==> config.mk <==
export PLATFORM = sky130hd
export DESIGN_NAME = mem_resp
export DESIGN_NICKNAME = d
export VERILOG_FILES = /design/src/rtl/mem_resp.sv
export SDC_FILE = /design/constraint.sdc
export NUM_CORES = 2
export LEC_CHECK = 0
export CORE_UTILIZATION = 35
export CTS_CLUSTER_DIAMETER = 100
export DETAILED_ROUTE_END_ITERATION = 16
export DONT_BUFFER_PORTS = 1
export SLEW_MARGIN = 20
export SYNTH_ARGS = -nofsm -noshare
export SYNTH_HDL_FRONTEND = slang
export SYNTH_SLANG_ARGS = --single-unit
==> constraint.sdc <==
create_clock -name clk_i -period 4.8 [get_ports clk_i]
set_clock_uncertainty 0.05 [all_clocks]
set_input_delay 0.96 -clock clk_i [delete_from_list [all_inputs] [get_ports clk_i]]
set_output_delay 0.96 -clock clk_i [all_outputs]
set_load 0.01 [all_outputs]
==> src/rtl/mem_resp.sv <==
// Single-port RAM target with a programmable wait-state delay, a one-cycle
// acknowledge and an error flag for addresses beyond the implemented depth.
`ifndef ADR_WIDTH
`define ADR_WIDTH 10
`endif

module mem_resp #(
  parameter int ADR_WIDTH   = `ADR_WIDTH,
  parameter int DAT_WIDTH   = 8,
  parameter int MEM_DEPTH   = 256,
  parameter int WAIT_STATES = 2
) (
  input  logic                 clk_i,
  input  logic                 rst_ni,
  input  logic                 req_i,
  input  logic                 we_i,
  input  logic [ADR_WIDTH-1:0] adr_i,
  input  logic [DAT_WIDTH-1:0] dat_i,
  output logic                 busy_o,
  output logic                 ack_o,
  output logic                 err_o,
  output logic [DAT_WIDTH-1:0] dat_o
);

  localparam int IDX_W = (MEM_DEPTH > 1) ? $clog2(MEM_DEPTH) : 1;

  typedef enum logic [1:0] {
    S_IDLE = 2'd0,
    S_WAIT = 2'd1,
    S_ACK  = 2'd2
  } state_t;

  state_t               state;
  logic [3:0]           cnt;
  logic                 we_q;
  logic                 oor_q;
  logic [IDX_W-1:0]     idx_q;
  logic [DAT_WIDTH-1:0] dat_q;
  logic                 access;

  logic [DAT_WIDTH-1:0] mem [MEM_DEPTH];

  // Full-width compare so addresses aliasing into the array still flag an error.
  function automatic logic out_of_range(input logic [ADR_WIDTH-1:0] a);
    return 64'(a) >= 64'(MEM_DEPTH);
  endfunction

  assign access = (state == S_WAIT) && (cnt == 4'd0);

  always_ff @(posedge clk_i or negedge rst_ni) begin
    if (!rst_ni) begin
      state  <= S_IDLE;
      cnt    <= 4'd0;
      we_q   <= 1'b0;
      oor_q  <= 1'b0;
      idx_q  <= '0;
      dat_q  <= '0;
      busy_o <= 1'b0;
      ack_o  <= 1'b0;
      err_o  <= 1'b0;
      dat_o  <= '0;
    end else begin
      case (state)
        S_IDLE: begin
          if (req_i) begin
            we_q   <= we_i;
            oor_q  <= out_of_range(adr_i);
            idx_q  <= adr_i[IDX_W-1:0];
            dat_q  <= dat_i;
            cnt    <= 4'(WAIT_STATES);
            busy_o <= 1'b1;
            state  <= S_WAIT;
          end
        end
        S_WAIT: begin
          if (cnt != 4'd0) begin
            cnt <= cnt - 4'd1;
          end else begin
            if (!we_q) dat_o <= oor_q ? '0 : mem[idx_q];
            ack_o <= 1'b1;
            err_o <= oor_q;
            state <= S_ACK;
          end
        end
        S_ACK: begin
          ack_o  <= 1'b0;
          err_o  <= 1'b0;
          busy_o <= 1'b0;
          state  <= S_IDLE;
        end
        default: begin
          ack_o  <= 1'b0;
          err_o  <= 1'b0;
          busy_o <= 1'b0;
          state  <= S_IDLE;
        end
      endcase
    end
  end

  // Array has no reset; a write commits only on the WAIT->ACK edge.
  always_ff @(posedge clk_i) begin
    if (access && we_q && !oor_q) mem[idx_q] <= dat_q;
  end

endmodule

==> impl_metrics.py <==
metrics = {
    "route": {
        "vias_per_cell": 5.414,
        "ant_nets": 0,
        "first_iter_violations": 4668,
        "drtPass1Iterations": 7,
        "wire_per_inst_um": 27.59,
        "vias": 39950,
        "drc": 0,
        "drt_wl_total_um": 203600,
    },
    "synthesis": {
        "yosys_warnings": 0,
        "synth_area_sq_um": 80550,
        "yosysMostFrequentCell": "edfxtp_1",
        "synth_top_area_share": 0.7635,
        "synth.avg_cell_area_sq_um": 21.26,
        "yosysTopAreaCell": "edfxtp_1",
        "async_flop_share": 0.01680,
        "seq_area_frac_synth": 0.7744,
        "yosys_most_used_dff": "edfxtp_1",
        "synth_area_leaders": "edfxtp_1 76%, mux4_2 13%, mux2i_1 1.9%",
        "syn_nets": 3813,
        "netlist_top_cells_count": "2048 x edfxtp_1, 463 x mux4_2, 295 x nor2_1",
        "synth.distinct_cells": 60,
        "synth_seq_cells": 2083,
        "netlist_instances": 3789,
        "synth_edf_count": 2048,
    },
    "place": {
        "routabilityCongestion": 0.8674,
        "hpwl_um": 126600,
        "io_buffers": 0,
        "place_ws_ns": 0.5925,
    },
    "setup_path": {
        "crit_chain": "buf_12 > buf_12 > buf_4 > buf_4 > mux4_2 > a22oi_1 > a41oi_1 > nor4_1 > o31ai_1",
        "setup.worst_path.end_class": "flip-flop",
        "cpPeakStageDelay_ns": 0.99,
        "crit_type": "flip-flop to flip-flop",
        "slowest_stage": "nor4_1",
        "required_ns": 5.43,
        "path_max_fanout": 31,
        "critPathArrivalTime_ns": 4.99,
        "startpoint_type": "flip-flop",
    },
    "pwr": {
        "peakVddDrop_mv": 0.6899,
        "p_int_uw": 37690,
        "switching_share": 0.3249,
        "p_comb_frac": 0.294,
        "power.net_switching_uw": 18140,
        "pwr-share-seq": 0.431,
        "p_per_area_nw_per_um2": 598.2,
        "clockPowerShare": 0.275,
        "finalPower_uw": 55830,
        "p_leak_uw": 0.02940,
    },
    "cells_and_area": {
        "n_fill_cell": 19970,
        "regArea_sq_um": 62420,
        "fin_nets": 4226,
        "layout-drive-gt1-share": 0.2844,
        "multi_input_area_sq_um": 17080,
        "area.growth.synth_to_final_pct": 15.86,
    },
    "grt": {
        "grt_pass1_vias": 40010,
        "track_usage": 0.1749,
        "gr-total-overflow": 0,
        "grt_max_degree": 147,
        "grt_pass1_wl_um": 293200,
        "antenna_found_initial": 13,
    },
    "clocking": {
        "clock_path_buffers": 3,
        "clkTransAtPathRegs_ns": 0.06,
        "cts_hold_buffers": 2,
        "numCtsBuffers": 201,
        "htree_num_levels": 4,
        "clock-root-buffer": "clkbuf_16",
        "post_cts_buffers": 0,
        "cts_num_sinks": 2083,
        "ctsResizeCount": 0,
        "cts_tree": "done",
        "clock_latency_ns": 0.82,
    },
    "floorplanning": {
        "dieArea_sq_um": 232100,
        "io_pins": 33,
        "start_util": 0.3530,
        "core_sq_um": 228200,
        "rows": 175,
        "die_w_um": 481.7,
        "fp.dieH_um": 481.7,
    },
    "timing": {
        "rsz0062_at_grt": "false",
        "hold_viol_final": 0,
        "worstMarginPinSlew_ns": 1.227,
        "maxSlewHeadroom": 0.1823,
        "fin_crit_sh": 0.9087,
        "fmax_mhz": 229.3,
        "final_max_slew_viol_count": 0,
        "fin_tns_setup_ns": 0,
        "fin_ws_ns": 0.4382,
        "final-setup-viol-count": 0,
        "finalCriticalPeriod_ns": 4.362,
    },
    "run": {
        "drv_cap": 0,
    },
    "min_path": {
        "hold_class": "input port to flip-flop",
    },
    "status": {
        "status": "finished, final reports clean",
    },
}
[power groups by stage]
| stage | logic (uW) | registers (uW) | clock network, uW |
|---|---|---|---|
| 2_1_floorplan | 8920 | 25200 | 0 |
| 3_3_place_gp | 16000 | 24600 | 0 |
| 3_5_place_dp | 16200 | 24700 | 0 |
| 4_1_cts | 16300 | 24300 | 15600 |
| 5_1_grt | 17200 | 24200 | 16300 |
| 6_report | 16400 | 24100 | 15400 |
[kinds of logic (layout without fill, tap and decap cells)]
logic type	after synthesis	in the layout	share of synthesized area
muxes	656	656	0.1540
DFF	2083	2083	0.7744
and+or+nand+nor	503	503	0.02766
AOI/OAI and AO/OA	317	317	0.02916
buffers and inverters	226	804	0.01427
xor gates and xnor gates	2	2	0.0002175
other	0	3	0
adders and majority gates	2	2	0.0003106
[cells in the final DEF, fill, tap and decap left out, types with 8 or more instances in the layout]
cell type	Yosys	routed
a22oi_1	93	93
nor2_1	295	294
buf_12	0	31
mux4_2	463	463
clkbuf_1	73	40
buf_4	25	397
nand2_1	66	62
nor4_1	8	8
a22o_1	18	18
nand2b_1	8	8
bufinv_16	0	15
or3_1	16	16
nand3_1	23	19
clkbuf_16	0	205
a41oi_1	15	15
a2111oi_0	23	22
and2_1	9	9
a211oi_1	17	17
clkinv_2	0	44
o211ai_1	16	16
mux2_2	36	36
o22ai_1	36	36
nor2b_1	36	33
dfrtp_1	35	21
a31oi_1	9	9
a21oi_1	29	29
clkinv_1	0	48
mux2i_1	156	156
a221oi_1	13	13
nor3_1	22	22
o21ai_0	8	8
edfxtp_1	2048	2048
dfrtp_4	0	12
o31ai_1	8	8
[final timing paths]
path                       slack [ns]       end  cells past startpoint     start
max in group asynchronous        3.79  idx_q[5]                      2    rst_ni
setup / recovery                 0.44  dat_o[3]                      9  idx_q[1]
hold / removal                   0.23  idx_q[2]                      1  adr_i[2]
setup reg to reg                 0.44  dat_o[3]                      9  idx_q[1]
min in group asynchronous        0.62    busy_o                      2    rst_ni
hold reg to reg                  0.45    cnt[0]                      1    cnt[0]
[critical path: cells and delay by family (launching register included)]
family	cells	cell delay, ns
DFF	1	0.81
buffers and inverters	4	1.11
AOI/OAI and AO/OA	3	0.82
muxes	1	0.37
and+or+nand+nor	1	0.99
[sequential cells by signal, indices dropped and copies added, names as in the netlist]
name / flops
mem: 2048
dat_o: 8
dat_q: 8
idx_q: 8
cnt: 4
state: 2
ack_o: 1
busy_o: 1
err_o: 1
oor_q: 1
we_q: 1
[area by class of cell]
cell class | count | area share
sequential | 2083 | 0.6689
multi-input combinational | 1480 | 0.1830
clock buffer | 251 | 0.05746
tap | 3009 | 0.04034
timing repair buffer | 432 | 0.03958
clock inverter | 117 | 0.01048
inverter | 4 | 0.0001609
antenna | 3 | 0.00008044
[metrics by stage]
step	instances	area, sq um	hold slack, ns	util
global placement	7004	86880	0.4377	0.3808
finish	7379	93320	0.2338	0.4090
global route	7378	93320	0.1849	0.4090
CTS	7374	93260	0.1716	0.4088
detailed placement	7004	86880	0.4452	0.3808
floorplan	3789	80550	0.4228	-
[per-layer routing]
| metal | vias to the layer above | GRT usage | wire length, um | share of wire |
|---|---|---|---|---|
| li1 | 16690 | - | - | - |
| met1 | 21400 | 0.2477 | 86790 | 0.43 |
| met2 | 1572 | 0.2749 | 95980 | 0.47 |
| met3 | 290 | 0.03634 | 16220 | 0.080 |
| met4 | 2 | 0.04388 | 4577 | 0.022 |
| met5 | - | 0 | 7 | 0.000034 |
Power figures use the tool's default switching activity.
